--- config.mk ---
export PLATFORM = sky130hd
export DESIGN_NAME = load_store_unit
export DESIGN_NICKNAME = d
export VERILOG_FILES = /design/src/rtl/mips_mem_pkg.sv /design/src/rtl/lsu_align.sv /design/src/rtl/load_store_unit.sv
export SDC_FILE = /design/constraint.sdc
export NUM_CORES = 1
export LEC_CHECK = 0
export ABC_AREA = 1
export CAP_MARGIN = 20
export CORE_MARGIN = 3
export CORE_UTILIZATION = 25
export DETAILED_ROUTE_END_ITERATION = 10
export GPL_ROUTABILITY_DRIVEN = 0
export GPL_TIMING_DRIVEN = 0
export RECOVER_POWER = 25
export SLEW_MARGIN = 20
export SYNTH_ARGS = -nofsm -noshare
export SYNTH_HDL_FRONTEND = slang
export SYNTH_SLANG_ARGS = --single-unit
--- constraint.sdc ---
create_clock -name clk -period 2.5 [get_ports clk]
set_input_delay 0.5 -clock clk [delete_from_list [all_inputs] [get_ports clk]]
set_output_delay 0.5 -clock clk [all_outputs]
set_load 0.01 [all_outputs]
--- src/rtl/mips_mem_pkg.sv ---
// Shared types and decode helpers for the data-memory load/store path.
// Pure definitions; no latency or flow control of its own.
package mips_mem_pkg;

    typedef enum logic [2:0] {
        LB  = 3'd0,
        LBU = 3'd1,
        LH  = 3'd2,
        LHU = 3'd3,
        LW  = 3'd4,
        SB  = 3'd5,
        SH  = 3'd6,
        SW  = 3'd7
    } mem_op_t;

    typedef enum logic [1:0] {
        IDLE      = 2'd0,
        ACCESS    = 2'd1,
        RMW_WRITE = 2'd2,
        RESP      = 2'd3
    } lsu_state_t;

    function automatic logic is_load(input mem_op_t op);
        return (op == LB) || (op == LBU) || (op == LH) || (op == LHU) || (op == LW);
    endfunction

    function automatic logic is_subword_store(input mem_op_t op);
        return (op == SB) || (op == SH);
    endfunction

    // Halves need an even byte offset, words need offset zero.
    function automatic logic is_misaligned(input mem_op_t op, input logic [1:0] off);
        logic bad;
        bad = 1'b0;
        if ((op == LH) || (op == LHU) || (op == SH)) bad = off[0];
        if ((op == LW) || (op == SW))                bad = (off != 2'b00);
        return bad;
    endfunction

endpackage

--- src/rtl/lsu_align.sv ---
// Little-endian lane extract/extend for loads and lane merge for sub-word stores.
// Purely combinational, zero latency, no flow control.
module lsu_align
    import mips_mem_pkg::*;
(
    input  mem_op_t     op,
    input  logic [1:0]  byte_off,
    input  logic [31:0] word,
    input  logic [31:0] store_data,
    output logic [31:0] load_data,
    output logic [31:0] merged_word
);

    logic [7:0]  byte_sel;
    logic [15:0] half_sel;

    always_comb begin
        byte_sel = word[8*byte_off +: 8];
        half_sel = byte_off[1] ? word[31:16] : word[15:0];

        load_data = word;
        unique case (op)
            LB:      load_data = {{24{byte_sel[7]}}, byte_sel};
            LBU:     load_data = {24'h0, byte_sel};
            LH:      load_data = {{16{half_sel[15]}}, half_sel};
            LHU:     load_data = {16'h0, half_sel};
            default: load_data = word;
        endcase

        merged_word = store_data;
        if (op == SB) begin
            merged_word = word;
            merged_word[8*byte_off +: 8] = store_data[7:0];
        end else if (op == SH) begin
            merged_word = word;
            if (byte_off[1]) merged_word[31:16] = store_data[15:0];
            else             merged_word[15:0]  = store_data[15:0];
        end
    end

endmodule

--- src/rtl/load_store_unit.sv ---
// Single-outstanding data-memory initiator: loads/SW respond at T+2, SB/SH (read-modify-write) at T+3, errors at T+1.
// req_ready is high only in IDLE; the one-cycle response pulse has no backpressure.
module load_store_unit
    import mips_mem_pkg::*;
#(
    parameter int MEM_WORDS = 256
) (
    input  logic        clk,
    input  logic        resetN,
    input  logic        req_valid,
    output logic        req_ready,
    input  mem_op_t     req_op,
    input  logic [31:0] req_addr,
    input  logic [31:0] req_wdata,
    output logic        resp_valid,
    output logic [31:0] resp_rdata,
    output logic        resp_err,
    output logic [31:0] mem_address,
    output logic [31:0] mem_wrData,
    output logic        MemRead,
    output logic        MemWrite,
    input  logic [31:0] mem_readData
);

    lsu_state_t  state, state_nx;
    mem_op_t     op_q;
    logic [31:0] addr_q;
    logic [31:0] wdata_q;
    logic [31:0] rdata_q;
    logic [31:0] merged_q;
    logic        err_q;

    logic        accept;
    logic        req_err;
    logic [31:0] load_data;
    logic [31:0] merged_word;

    assign accept  = req_valid && req_ready;
    assign req_err = is_misaligned(req_op, req_addr[1:0]) ||
                     ({2'b00, req_addr[31:2]} >= 32'(MEM_WORDS));

    // Address is held from acceptance, so it is stable across ACCESS and RMW_WRITE.
    assign mem_address = {2'b00, addr_q[31:2]};

    lsu_align u_align (
        .op          (op_q),
        .byte_off    (addr_q[1:0]),
        .word        (mem_readData),
        .store_data  (wdata_q),
        .load_data   (load_data),
        .merged_word (merged_word)
    );

    always_ff @(posedge clk or negedge resetN) begin
        if (!resetN) begin
            state    <= IDLE;
            op_q     <= LB;
            addr_q   <= 32'h0;
            wdata_q  <= 32'h0;
            rdata_q  <= 32'h0;
            merged_q <= 32'h0;
            err_q    <= 1'b0;
        end else begin
            state <= state_nx;
            if (accept) begin
                op_q    <= req_op;
                addr_q  <= req_addr;
                wdata_q <= req_wdata;
                err_q   <= req_err;
                rdata_q <= 32'h0;
            end
            if (state == ACCESS) begin
                if (is_load(op_q))          rdata_q  <= load_data;
                if (is_subword_store(op_q)) merged_q <= merged_word;
            end
        end
    end

    always_comb begin
        state_nx   = state;
        req_ready  = 1'b0;
        MemRead    = 1'b0;
        MemWrite   = 1'b0;
        mem_wrData = 32'h0;
        resp_valid = 1'b0;
        resp_rdata = 32'h0;
        resp_err   = 1'b0;

        unique case (state)
            IDLE: begin
                // Held low during reset even though state already sits in IDLE.
                req_ready = resetN;
                if (req_valid && resetN) state_nx = req_err ? RESP : ACCESS;
            end
            ACCESS: begin
                if (op_q == SW) begin
                    MemWrite   = 1'b1;
                    mem_wrData = wdata_q;
                    state_nx   = RESP;
                end else if (is_subword_store(op_q)) begin
                    MemRead  = 1'b1;
                    state_nx = RMW_WRITE;
                end else begin
                    MemRead  = 1'b1;
                    state_nx = RESP;
                end
            end
            RMW_WRITE: begin
                MemWrite   = 1'b1;
                mem_wrData = merged_q;
                state_nx   = RESP;
            end
            RESP: begin
                resp_valid = 1'b1;
                resp_err   = err_q;
                resp_rdata = err_q ? 32'h0 : rdata_q;
                state_nx   = IDLE;
            end
            default: state_nx = IDLE;
        endcase
    end

endmodule

# After elaboration in Yosys (flattened, before gate mapping)
# Cells that the tools add are included.
classes:
  shift: 3
  eq_ne: 16
  n_lt_le_gt_ge: 1
  n_reduce_logical: 15
  bitwise: 0
  n_mul: 0
  mux: 28
  add_sub_neg: 1
  div: 0
op_table:
  columns: ["op", "count"]
  rows:
  - ["$mux W32", 8]
  - ["$pmux W32 S4", 1]
  - ["$pmux W32 S2", 1]
  - ["$mux W16", 3]
  - ["$neg A5 Y34", 1]
  - ["$shift A8 B34 Y32 const A", 1]
  - ["$shiftx A8 B34 Y32", 1]
  - ["$bwmux W32", 1]
  - ["$shiftx A32 B6 Y8", 1]
  - ["$ge A30 B9 Y1 const B", 1]
  - ["$eq A3 B3 Y1 const B", 7]
  - ["$eq A3 B2 Y1 const B", 4]
  - ["$mux W1", 10]
  - ["$logic_or A1 B1 Y1", 9]
  - ["$pmux W2 S4", 1]
  - ["$eq A2 B2 Y1 const B", 2]
  - ["$mux W2", 2]
  - ["$eq A3 B1 Y1 const B", 1]
  - ["$logic_not A3 Y1", 1]
  - ["$eq A2 B1 Y1 const B", 1]
  - ["$logic_and A1 B1 Y1", 2]
  - ["$logic_not A2 Y1", 1]
  - ["$ne A2 B2 Y1 const B", 1]
  - ["$pmux W1 S2", 1]
  - ["other kinds (2)", 2]
totals:
  mem_bits_rw: 0
  latch_bits: 0
  reg_bits: 134
  memories: 0
  romBits: 0
  in_bits: 102
  output_inout_bits: 101
  elab_cells: 71

# Longest topological paths before layout
depth:
  depth_word: 9
  ltp_mapped: 11
  ltp_nobuf: 9

# Cells and area by module
# A second synthesis with hierarchy kept.
unflattened:
  cells_unflattened: 1477
  area_unflattened_um2: 9009.9
by_module_without_submodules:
  columns: ["module", "area_per_inst_um2", "seq_area_each_um2", "n_inst", "cells_each"]
  rows:
  - ["load_store_unit", 6381.1, 3353.2, 1, 838]
  - ["lsu_align", 2628.8, 0.0, 1, 639]

# Worst setup path before layout
# OpenSTA, ideal clock, no wires.
synth_timing:
  kind: "flip-flop to output port"
  startpoint: "reg state[0]"
  endpoint: "out mem_wrData[14]"
  stages_incl_launch_ff: 7
  n_path_buf: 2
  slack_ns: 0.599
  arrival_ns: 1.401
  required_time_ns: 2.000
  path_cell_list: "dfrtp_1 inv_1 ha_1 clkbuf_1 clkbuf_1 nand2_1 a21oi_1"
synth_via:
  elab_chain_len: 2
  elab_cells_between_ends: 3
  cone_classes: "eq/ne: 2; mux: 1"
synth_lines:
  columns: ["item", "line", "source"]
  rows:
  - ["start, declared", "load_store_unit.sv:25", "lsu_state_t state, state_nx;"]
  - ["start signal, assigned", "load_store_unit.sv:64", "state <= state_nx;"]
  - ["$eq A2 B2 Y1 or $eq A2 B1 Y1 (tied branches)", "load_store_unit.sv:89", "unique case (state)"]
  - ["$pmux W32 S2 *", "load_store_unit.sv:89", null]
  - ["end, declared", "load_store_unit.sv:19", "output logic [31:0] mem_wrData,"]
# Every way passes the cells marked *; elsewhere a longest branch is shown, timed or not.

# Final worst setup path
layout_timing:
  startpoint: "reg state[0]"
  endpoint: "out mem_wrData[26]"
# The elaborated chain is that of the path after synthesis.

==> results by group <==
Status
  – Status: finished, violations left
  – Failing checks: max-capacitance violations, max-slew violations, negative setup slack

Yosys
  – Sequential area share after synthesis: 40.70%
  – Distinct cell type count of the synthesized netlist: 32
  – Largest family of logic cells by synthesized area: simple AND/OR/NAND/NOR gates
  – Synth Area in Adders: approximately 1.5%
  – Complex-gate fraction of the synthesized area: around an eighth
  – Synth warn: 0
  – Post-Synth XOR/XNOR Area: 0%
  – Leading area contributor after synthesis: dfrtp_1
  – Post-Syn Area: 8239 um2
  – Post-synth EDFFs: 0
  – Share of the synthesized area in the top cell type: 40.70%
  – Seq cells post-synth: 134
  – Ys flop type: dfrtp_1
  – Post-synthesis mux area share: 0%
  – Synth top area cells: dfrtp_1 41%, nand2_1 23%, o21ai_0 4.7%
  – Fraction of registers with async set/reset: 100.0%
  – Mapped Cells: 1221
  – Syn_area_per_cell: 6.748 um2
  – Simple-Gate Fraction of Synth Area: 33.82%

Clock network
  – Clock transition at the registers of the reported paths: about 0.070 ns
  – Total CTS buffers: 17
  – CTS root buf: clkbuf_16
  – CTS tree: done
  – Htree depth: 4
  – CTS Buffer Depth: 2
  – CTS sink cnt: approximately 130
  – Skew-Pair Late Insertion Delay: 0.44 ns

Floorplan
  – Die H: 187.5 um
  – Initial Utilization: 25.71%
  – Ports: 203
  – # rows: 65
  – Chip width: 187.5 um
  – Core area: about 32000 um2
  – Die Area: around 35000 um2

Pwr
  – Design Power: around 15 mW
  – Power per Cell Area: 1236 nW/um2
  – Worst vdd ir: between 400 and 500 uV
  – LEAKAGE: slightly below 6 nW

Timing
  – Hold Vio Cnt, Final: 0
  – Pins Over Slew Limit: 27
  – # setup viols final: 1
  – Skew final: approximately 0.020 ns
  – Slew Limit Headroom: -3.185%
  – Setup ws final: -0.004591 ns
  – Slew @ Worst Pin: 1.548 ns
  – RSZ-0062 raised after global routing: true
  – F_max: 0.3993 GHz
  – Tcrit/Tclk final: 100.2%
  – Setup tns final: -0.004591 ns
  – Final min period: 2.505 ns

Final layout
  – Area occupied by multi-input gates: between 4000 and 5000 um2
  – Fin area: 11920 um2
  – Layout cells sized above 1: between 15 and 20%
  – Fill cells: between 3000 and 4000
  – Post-layout util: between 30% and 40%
  – Area Overhead vs Synth: 44.72%
  – Seq. cell area: 3358 um2
  – Nets: 1575

Worst setup path
  – Critical Path AT: 2.00 ns
  – Worst setup SP type: register
  – Worst setup EP type: output pin
  – WP data required: 2.00 ns
  – Max FO, Critical Path: 8
  – CP Class: reg -> out

Place
  – IO buf count: 200
  – Post-DP HPWL: 24890 um
  – Placed cell area: 10820 um2
  – Worst slack at placement: -0.5775 ns

Global routing
  – Vias in the first global route: about 8600
  – Overflow after GRT: 0
  – First-pass GRT wire length: ~50000 um
  – Largest net degree at the start of global routing: 45
  – GRT Util Overall: 18.44%
  – Initial antenna violation count: 2

Detailed routing
  – DRC Markers: 0
  – Detailed-route via count: 8895
  – Final wirelength: 32850 um
  – Initial DRC count: between 800 and 900
  – Vias per cell: around 4.6
  – Per-cell routed wire length: 17.17 um
  – Drt pass-1 iters: 6
  – DRT antenna net count: 0

Min path
  – Tightest Hold Check Type: in -> async

Job
  – Maxcap violations: 1
cells in the final DEF, fill, tap and decap left out, types with 10 or more instances in the layout:
cell               n
a21oi_2           18
o211ai_1          31
dlymetal6s2s_1    10
inv_1             87
nand3_1           76
nand2_1          499
o21ai_0           77
clkbuf_16         19
clkdlybuf4s50_1  143
a21oi_1           31
dfrtp_1          130
buf_4             52
o22ai_1           13
buf_2             49
clkbuf_1          23
dlygate4sd2_1     13
nor2_1            85
a21oi_4           11
report_power, final:
part	internal [mW]	total [mW]	switching, mW
sequential	3.23	4.09	0.856
clock	1.59	2.67	1.08
combinational	3.35	7.98	4.63
total	8.18	14.7	6.56
worst max-delay path, cell delays in order, from the launching register on:
cell	delay, ns
dfrtp_2	0.39
buf_4	0.14
ha_4	0.15
inv_4	0.04
nor2_4	0.10
buf_12	0.14
buf_8	0.13
buf_6	0.11
nand2_1	0.08
a21oi_4	0.16
buf_6	0.12
what timing repair did:
action / 4_1_cts / 5_1_grt
setup buffers: 20 / 0
resized for setup: 215 / 44
gates cloned: 3 / 0
endpoints found under the hold margin: 26 / 0
hold buffers: 2 / 0
setup endpoints to repair: 66 / 52
pin swaps: 9 / 10
kinds of logic (layout without fill, tap and decap cells):
family                     count (synthesis)  in the layout
other                                      1              4
and+or+nand+nor                          691            691
AOI/OAI and AO/OA                        184            184
adders and majority gates                 10             10
buffers and inverters                    201            455
DFF                                      134            134
metrics by stage:
step                      cells  hold slack, ns
final                      1913         0.04925
after global routing       1913         0.05372
after CTS                  1914         0.04037
after detailed placement   1858          0.4353
after global placement     1857          0.4549
after floorplan            1222          0.2044
worst paths after layout:
path,cells past startpoint,end,start,slack [ns]
setup / recovery,10,mem_wrData[26],state[0],-0.005
hold / removal,2,state[1],resetN,0.05
setup reg to reg,8,merged_q[24],addr_q[1],0.22
hold reg to reg,2,addr_q[19],addr_q[19],0.47
max in group asynchronous,2,rdata_q[7],resetN,1.01
min in group clk,2,addr_q[19],addr_q[19],0.47
layout make-up:
cell class,count,area share [%]
antenna,2,0.04197
clock inverter,15,1.616
timing repair buffer,225,18.04
buffer,99,5.467
tap,435,4.565
inverter,99,3.326
clock buffer,17,3.568
sequential,134,28.16
multi-input combinational,887,35.22
synth_stat cells (2+ instances only):
library cell	n
nand2_1	503
dfrtp_1	134
inv_1	92
nor2_1	86
o21ai_0	77
nand3_1	76
a21oi_1	59
buf_4	39
clkbuf_1	32
o211ai_1	31
buf_2	23
o22ai_1	13
ha_1	10
nand4_1	9
buf_1	7
or2_2	7
inv_2	5
nand2_2	2
nor2_4	2
nor3_1	2
sequential cells by signal, indices dropped and copies added, names as in the netlist:
register and flops:
addr_q 32, err_q 1, merged_q 32, op_q 3, rdata_q 32, state 2
wdata_q 32
layer usage:
metal / up-vias / GRT usage, % / share of wire [%]
met4: 0 / 6.811 / 3.1
li1: 4325 / - / -
met3: 50 / 4.487 / 8.3
met5: - / 0 / 0
met1: 4127 / 25.25 / 44
met2: 393 / 28.25 / 44
Note: power is estimated with default switching activity, not from simulation.
